File: src/rtl/hazard_stall_control_pkg.sv
// Shared types and opcode constants for the stall/flush controller.
package hazard_stall_control_pkg;

  typedef enum logic [1:0] {
    RUN        = 2'd0,
    LOAD_STALL = 2'd1,
    MEM_WAIT   = 2'd2
  } hazard_state_e;

  localparam logic [6:0] OPCODE_OP     = 7'b0110011;
  localparam logic [6:0] OPCODE_OPIMM  = 7'b0010011;
  localparam logic [6:0] OPCODE_LOAD   = 7'b0000011;
  localparam logic [6:0] OPCODE_STORE  = 7'b0100011;
  localparam logic [6:0] OPCODE_BRANCH = 7'b1100011;
  localparam logic [6:0] OPCODE_JALR   = 7'b1100111;
  localparam logic [6:0] OPCODE_JAL    = 7'b1101111;

  // True when the instruction format actually reads rs1.
  function automatic logic uses_rs1(input logic [6:0] opcode);
    return (opcode == OPCODE_OP)    || (opcode == OPCODE_OPIMM)  ||
           (opcode == OPCODE_LOAD)  || (opcode == OPCODE_STORE)  ||
           (opcode == OPCODE_BRANCH) || (opcode == OPCODE_JALR);
  endfunction

  // True when the instruction format actually reads rs2.
  function automatic logic uses_rs2(input logic [6:0] opcode);
    return (opcode == OPCODE_OP) || (opcode == OPCODE_STORE) ||
           (opcode == OPCODE_BRANCH);
  endfunction

endpackage

File: src/rtl/hazard_stall_control_sat_counter.sv
// Saturating up-counter with synchronous clear; holds at all-ones.
module sat_counter #(
  parameter int W = 16
) (
  input  logic         clk,
  input  logic         inc,
  input  logic         clr,
  output logic [W-1:0] count
);

  // Clear wins over increment; increment stops at the maximum value.
  always_ff @(posedge clk) begin
    if (clr) begin
      count <= '0;
    end else if (inc && (count != '1)) begin
      count <= count + W'(1);
    end
  end

endmodule

File: src/rtl/hazard_stall_control.sv
// Stall/flush controller: resolves load-use, taken-branch and data-memory
// wait hazards that forwarding cannot cover.
//
// state      | meaning
// -----------|-------------------------------------------------------------
// RUN        | no multi-cycle hazard in progress
// LOAD_STALL | extra load-use bubbles still owed (remaining != 0)
// MEM_WAIT   | pipeline frozen on an outstanding data-memory request
module hazard_stall_control
  import hazard_stall_control_pkg::*;
#(
  parameter int LOAD_USE_PENALTY = 1,
  parameter int MEM_TIMEOUT      = 64,
  parameter int CNT_W            = 16
) (
  input  logic             clk,
  input  logic             reset,
  input  logic [6:0]       if_id_opcode_ip,
  input  logic [4:0]       if_id_rs1_ip,
  input  logic [4:0]       if_id_rs2_ip,
  input  logic [6:0]       id_ex_opcode_ip,
  input  logic [4:0]       id_ex_dest_ip,
  input  logic             ex_branch_taken_ip,
  input  logic             dmem_req_ip,
  input  logic             dmem_ready_ip,
  output logic             pc_stall_op,
  output logic             if_id_stall_op,
  output logic             id_ex_bubble_op,
  output logic             if_id_flush_op,
  output logic             all_stall_op,
  output logic [1:0]       state_op,
  output logic [CNT_W-1:0] load_stall_count_op,
  output logic [CNT_W-1:0] flush_count_op,
  output logic             mem_timeout_op
);

  localparam int WAIT_W = $clog2(MEM_TIMEOUT + 1);
  localparam logic [WAIT_W-1:0] WAIT_MAX  = WAIT_W'(MEM_TIMEOUT);
  localparam logic [WAIT_W-1:0] WAIT_LAST = WAIT_W'(MEM_TIMEOUT - 1);
  // Bubbles still owed after the first one, which is issued in RUN.
  localparam logic [2:0] EXTRA_BUBBLES = 3'(LOAD_USE_PENALTY - 1);

  hazard_state_e     state_q, state_d;
  logic [2:0]        remaining_q, remaining_d;
  logic [WAIT_W-1:0] wait_cnt_q;
  logic              timeout_q;
  logic              mem_stall;
  logic              load_use;
  logic              load_inc;
  logic              flush_inc;

  assign mem_stall = dmem_req_ip & ~dmem_ready_ip;

  // x0 never carries a real dependency, and only registers the format reads count.
  assign load_use = (id_ex_opcode_ip == OPCODE_LOAD) && (id_ex_dest_ip != 5'd0) &&
                    ((uses_rs1(if_id_opcode_ip) && (id_ex_dest_ip == if_id_rs1_ip)) ||
                     (uses_rs2(if_id_opcode_ip) && (id_ex_dest_ip == if_id_rs2_ip)));

  // Prioritised hazard resolution: memory wait, taken branch, owed bubbles, new load-use.
  always_comb begin
    pc_stall_op     = 1'b0;
    if_id_stall_op  = 1'b0;
    id_ex_bubble_op = 1'b0;
    if_id_flush_op  = 1'b0;
    all_stall_op    = 1'b0;
    load_inc        = 1'b0;
    flush_inc       = 1'b0;
    state_d         = state_q;
    remaining_d     = remaining_q;
    if (!reset) begin
      if (mem_stall) begin
        all_stall_op   = 1'b1;
        pc_stall_op    = 1'b1;
        if_id_stall_op = 1'b1;
        state_d        = MEM_WAIT;
      end else if (ex_branch_taken_ip) begin
        // The dependent instruction is flushed, so any owed bubbles are dropped.
        if_id_flush_op  = 1'b1;
        id_ex_bubble_op = 1'b1;
        flush_inc       = 1'b1;
        remaining_d     = 3'd0;
        state_d         = RUN;
      end else if (remaining_q != 3'd0) begin
        // Also covers the first cycle out of MEM_WAIT when bubbles are still owed.
        pc_stall_op     = 1'b1;
        if_id_stall_op  = 1'b1;
        id_ex_bubble_op = 1'b1;
        load_inc        = 1'b1;
        remaining_d     = remaining_q - 3'd1;
        state_d         = (remaining_q > 3'd1) ? LOAD_STALL : RUN;
      end else if (load_use) begin
        pc_stall_op     = 1'b1;
        if_id_stall_op  = 1'b1;
        id_ex_bubble_op = 1'b1;
        load_inc        = 1'b1;
        remaining_d     = EXTRA_BUBBLES;
        state_d         = (EXTRA_BUBBLES != 3'd0) ? LOAD_STALL : RUN;
      end else begin
        state_d = RUN;
      end
    end
  end

  // State and owed-bubble register.
  always_ff @(posedge clk) begin
    if (reset) begin
      state_q     <= RUN;
      remaining_q <= 3'd0;
    end else begin
      state_q     <= state_d;
      remaining_q <= remaining_d;
    end
  end

  // Consecutive memory-wait cycles; the timeout flag is sticky until reset.
  always_ff @(posedge clk) begin
    if (reset) begin
      wait_cnt_q <= '0;
      timeout_q  <= 1'b0;
    end else if (mem_stall) begin
      if (wait_cnt_q != WAIT_MAX) begin
        wait_cnt_q <= wait_cnt_q + WAIT_W'(1);
      end
      if (wait_cnt_q >= WAIT_LAST) begin
        timeout_q <= 1'b1;
      end
    end else begin
      wait_cnt_q <= '0;
    end
  end

  sat_counter #(.W(CNT_W)) u_load_cnt (
    .clk   (clk),
    .inc   (load_inc),
    .clr   (reset),
    .count (load_stall_count_op)
  );

  sat_counter #(.W(CNT_W)) u_flush_cnt (
    .clk   (clk),
    .inc   (flush_inc),
    .clr   (reset),
    .count (flush_count_op)
  );

  assign state_op       = state_q;
  assign mem_timeout_op = timeout_q;

endmodule

File: config.mk
export PLATFORM = sky130hd
export DESIGN_NAME = hazard_stall_control
export DESIGN_NICKNAME = d
export VERILOG_FILES = /design/src/rtl/hazard_stall_control_pkg.sv /design/src/rtl/hazard_stall_control_sat_counter.sv /design/src/rtl/hazard_stall_control.sv
export SDC_FILE = /design/constraint.sdc
export NUM_CORES = 1
export LEC_CHECK = 0
export CAP_MARGIN = 10
export CORE_MARGIN = 4
export CORE_UTILIZATION = 40
export CTS_BUF_LIST = sky130_fd_sc_hd__clkbuf_4
export CTS_CLUSTER_SIZE = 10
export DETAILED_ROUTE_END_ITERATION = 10
export PLACE_DENSITY = 0.7
export SKIP_CTS_REPAIR_TIMING = 1
export SLEW_MARGIN = 5
export SYNTH_ARGS = -nofsm -noshare
export SYNTH_HDL_FRONTEND = slang
export SYNTH_SLANG_ARGS = --single-unit
File: constraint.sdc
create_clock -name clk -period 3.7 [get_ports clk]
set_input_delay 0.925 -clock clk [delete_from_list [all_inputs] [get_ports clk]]
set_output_delay 0.925 -clock clk [all_outputs]
set_load 0.01 [all_outputs]
### After elaboration in Yosys (flattened, before gate mapping)

Index checks and enable logic that the tools add are counted.

* shift operators: 0
* div/mod/pow operators: 0
* equal/unequal tests: 12
* add/sub/neg operators: 4
* multiplexer cells: 22
* multiply operators: 0
* bitwise operators: 4
* reductions and logical operators: 21
* order comparisons: 2

Operators with widths (count)
* 16-bit by 1-bit adder with 16-bit output (second input constant): 2
* 16-bit != test (second input constant): 2
* 1-bit 2-to-1 mux: 18
* 7-bit by 2-bit equality test with 1-bit output (second input constant): 2
* 7-bit by 6-bit equality test with 1-bit output (second input constant): 2
* 7-bit equality test (second input constant): 2
* 5-bit equality test: 2
* 3-bit 2-to-1 mux: 3
* 1-bit logical OR: 8
* 7-bit by 1-bit adder with 7-bit output (second input constant): 1
* 7-bit by 5-bit equality test with 1-bit output (second input constant): 1
* 7-bit by 6-bit greater-or-equal comparator with 1-bit output (second input constant): 1
* 7-bit != test (second input constant): 1
* 1-bit logical AND: 6
* 3-bit nonzero test: 2
* 5-bit nonzero test: 1
* 2-bit AND reduction: 2
* 4-bit OR reduction: 1
* 3-bit by 1-bit > comparator with 1-bit output (second input constant): 1
* 1-bit NOT: 3
* 3-bit by 1-bit subtractor with 3-bit output (second input constant): 1
* 2-bit 2-to-1 mux: 1
* 2-bit OR reduction: 1
* 1-bit AND: 1

* word-level logic and storage cells: 72
* output and inout port bits: 40
* flip-flop bits (word level): 45
* bits in read-only memories: 0
* memories kept: 0
* latch bits: 0
* input port bits: 34
* bits in writable memories: 0

### Depth between registers and ports, before layout

* depth after elaboration: 15
* gate-level depth with buffers: 11
* gate-level depth less buffers: 7

### Hierarchy

A second synthesis with hierarchy kept.

* cell total of the unflattened synthesis: 308
* area total of the unflattened synthesis: 2583.7 µm²

Modules (own cells, without submodules)
* sat_counter: instances 2, sequential area each 320.3 µm², cells an instance 99, area an instance 848.3 µm²
* hazard_stall_control: instances 1, sequential area each 260.2 µm², cells an instance 110, area an instance 887.1 µm²

### Worst setup path after synthesis

No wires, ideal clock.

* path kind: input-to-output
* from: in id_ex_opcode_ip[5]
* to: out pc_stall_op
* required time: 2.775 ns
* slack: 0.221 ns
* path buffers: 2
* cell stages on the path: 8
* data arrival time: 2.554 ns
* path through: or4b_4 a21oi_2 o211ai_2 o21a_4 clkbuf_1 o21ai_0 and2_1 buf_4

* word-level cells in the longest chain between the ends: 8

Ends and longest elaborated chain
* start: declaration: RTL line hazard_stall_control.sv:21 `input logic [6:0] id_ex_opcode_ip,`
* 7-bit by 2-bit equality test with 1-bit output: RTL line hazard_stall_control.sv:55 `assign load_use = (id_ex_opcode_ip == OPCODE_LOAD) && (id_ex_dest_ip != 5'd0) &&`
* 1-bit logical AND (2 in a row): RTL line hazard_stall_control.sv:55
* 1-bit 2-to-1 mux (5 in a row)
* end: declaration: RTL line hazard_stall_control.sv:26 `output logic pc_stall_op,`

No other way between the ends.

### Final worst setup path

* from: in id_ex_opcode_ip[6]
* to: out pc_stall_op

* word-level cells in the longest chain between the ends: 8

Ends and longest elaborated chain
* 7-bit by 2-bit equality test with 1-bit output: RTL line hazard_stall_control.sv:55
* 1-bit logical AND (2 in a row): RTL line hazard_stall_control.sv:55
* 1-bit 2-to-1 mux: RTL line hazard_stall_control.sv:91 `end else if (load_use) begin`
* 1-bit 2-to-1 mux: RTL line hazard_stall_control.sv:83 `end else if (remaining_q != 3'd0) begin`
* 1-bit 2-to-1 mux: RTL line hazard_stall_control.sv:76 `end else if (ex_branch_taken_ip) begin`
* 1-bit 2-to-1 mux: RTL line hazard_stall_control.sv:71 `if (mem_stall) begin`
* 1-bit 2-to-1 mux: RTL line hazard_stall_control.sv:70 `if (!reset) begin`

No other way between the ends.

==> flow_summary.yaml <==
clocking:
  clk_latency_ps: 350
  cts.sinks: 45
  cts_made_buffers: 5
  cts_root_buf: "clkbuf_4"
  clk_path_buf_depth: 2
  path_clk_slew_ps: 120
  cts_tree: "done"
  ctsHtreeMaxLevel: 2
synthesis:
  ys_ff_latch: 45
  synthDistinctLibCells: 52
  synth_top_area_share_pct: 37.0
  yosysTopAreaCell: "dfxtp_1"
  netlist_instances: 288
  yosysSeqAreaShare_pct: 37.0
  avgSynthCellArea_um2: 8.46
  async_reset_ff_share_pct: 0
  synth_area_um2: 2440
  synth_area_leaders: "dfxtp_1 (37%), xor2_1 (7.5%), nor2_1 (4.8%), a21oi_1 (3.5%), nand4_1 (3.3%)"
  synth_fp_nets: 328
  synthFlopType: "dfxtp_1"
  synth_edf_count: 0
  synth_warnings: 0
floorplan:
  initial_core_util_pct: 41.2
  ios: 74
  fp.dieArea_um2: 7410
  die_width_um: 86.1
  die_h_um: 86.1
  rows: 28
  core_area_um2: 5920
worst_setup_path:
  slowest_stage: "or4b_4"
  path_buf_inv: 2
  end_kind: "output port"
  path_cells: "clkdlybuf4s50_1, or4b_4, a21oi_4, o211ai_2, o21a_4, o21ai_2, and2_4, buf_6"
  crit_fanout: 2
  cp-start-kind: "input pin"
  slowest_delay_ps: 510
  cp.arrival_ps: 2740
  worstSetupPathType: "in -> out"
  critPathTopFamily: "simple AND/OR/NAND/NOR gates"
  required_ps: 2770
layout:
  n_antenna_cell: 0
  final_layout_size_suffix_gt1_share_pct: 8.49
  final_common_cell: "clkdlybuf4s50_1"
  fin_nets: 405
  layoutNonFillerInstCount: 440
  area_growth_pct: 37.0
  fin_util_pct: 56.4
  final_cell_mix: "clkdlybuf4s50_1 (67), dfxtp_1 (45), nor2_1 (31), xor2_1 (21), nand2_1 (18)"
placed_design:
  dp_hpwl_mm: 4.61
  dp_cells: 433
  gp_congestion: 0.823
  port_buffers: 73
power_and_ir_drop:
  vdd_drop_max_mv: 0.178
  finalPower_uw: 815
  power_leakage_nw: 1.22
  power.density_nw_per_um2: 244
timing:
  slew_headroom_pct: 49.3
  tightest_slew_ps: 760
  whs_ps: 497
  fin_setup_tns_ps: 0
  final.min_clock_period_ps: 3660
  fin_crit_sh_pct: 98.9
  setup_viol: 0
  hold_viol: 0
  maxSlewViolCount: 0
  skew_ps: 8.02
  fmax_mhz: 273
outcome:
  run_status: "finished clean"
drt:
  vias: 2366
  avgRoutedWirePerCell_um: 13.9
  drtAntennaViolNets: 0
  firstDrtPassIters: 4
  drt-total-wl_mm: 6.12
  drt_iter0_drc: 78
  via_per_inst: 5.38
  drc: 0
global_routing:
  grtUsageTotal_pct: 17.0
  antenna_found_initial: 0
  overflow: 0
  grt_pass1_vias: 2250
  grt_max_degree: 34
  grt_first_pass_wirelength_mm: 10.4
flow_run:
  max-cap-violations: 0
worst_hold_path:
  hp-class: "reg -> reg"
-- through the flow --
stage / instance area [µm²] / worst slack, ps
2_1_floorplan: 2440 / 221
3_3_place_gp: 3270 / -384
3_5_place_dp: 3270 / -418
4_1_cts: 3320 / -422
5_1_grt: 3340 / -25.6
6_report: 3340 / 39.6
-- cells in the mapped netlist (2+ instances only) --
cell type,n
o211a_1,2
nand2b_1,3
or3_1,5
inv_1,12
and4_1,3
a21oi_1,17
nand2_1,18
clkbuf_1,6
nor3_1,3
nand4_1,13
nor2_1,31
o21ai_0,7
o31ai_1,8
nor2b_1,4
or4_1,9
dfxtp_1,45
ha_1,6
xor2_1,21
buf_2,4
and2_1,3
xnor2_1,7
o21a_1,2
o41ai_1,2
a31oi_1,2
nor4_1,6
and3_1,6
nand3_1,16
o31a_1,3
-- cell families (layout without fill, tap and decap cells) --
group | Yosys count | after routing | synth area share [%]
simple gates | 129 | 129 | 29.4
fa+ha+maj | 6 | 6 | 3.08
buf+inv | 25 | 102 | 4.52
flops | 45 | 45 | 37.0
xor+xnor | 28 | 28 | 10.1
compound gates | 52 | 52 | 14.7
mux | 3 | 3 | 1.33
-- path summary, 6_finish.rpt --
check                                          from                    to  slack, ps  depth (start not counted)
worst max register to register  u_load_cnt.count[0]  u_load_cnt.count[14]       1260                          7
worst min register to register       mem_timeout_op        mem_timeout_op        500                          2
worst min-delay path                 mem_timeout_op        mem_timeout_op        500                          2
worst max-delay path             id_ex_opcode_ip[6]           pc_stall_op         40                          8
-- power by group --
part	switching (mW)	internal, mW	total (mW)
Combinational	0.0431	0.0567	0.0998
Sequential	0.00304	0.487	0.490
Clock	0.149	0.0767	0.225
Total	0.195	0.620	0.815
-- worst register-to-register path, cell delays in order (launching register included) --
cell	delay, ps
dfxtp_1	410
ha_1	190
and2_1	290
nand2_1	90
nor4_1	270
or2_1	660
nor3_1	120
mux2_1	330
-- flip-flops by register name (all words and copies together) (netlist names) --
register / cells
wait_cnt_q: 7
mem_timeout_op: 1
u_flush_cnt.count: 16
state_op: 2
u_load_cnt.count: 16
remaining_q: 3
-- layout make-up --
| class | instances | area (µm²) |
|---|---|---|
| Clock buffer | 6 | 45.0 |
| Clock inverter | 1 | 3.75 |
| Fill cell | 562 | 2580 |
| Inverter | 12 | 45.0 |
| Multi-Input combinational cell | 218 | 1440 |
| Sequential cell | 45 | 901 |
| Tap cell | 75 | 93.8 |
| Timing Repair Buffer | 83 | 811 |
-- per-layer routing --
layer | track usage (%) | up-vias | routed length, µm
met3 | 3.94 | 7 | 328
met5 | 0 | - | 0
met1 | 22.5 | 1103 | 2780
li1 | - | 1188 | -
met4 | 5.04 | 0 | 77
met2 | 27.3 | 68 | 2930
Note: power is estimated with default switching activity, not from simulation.
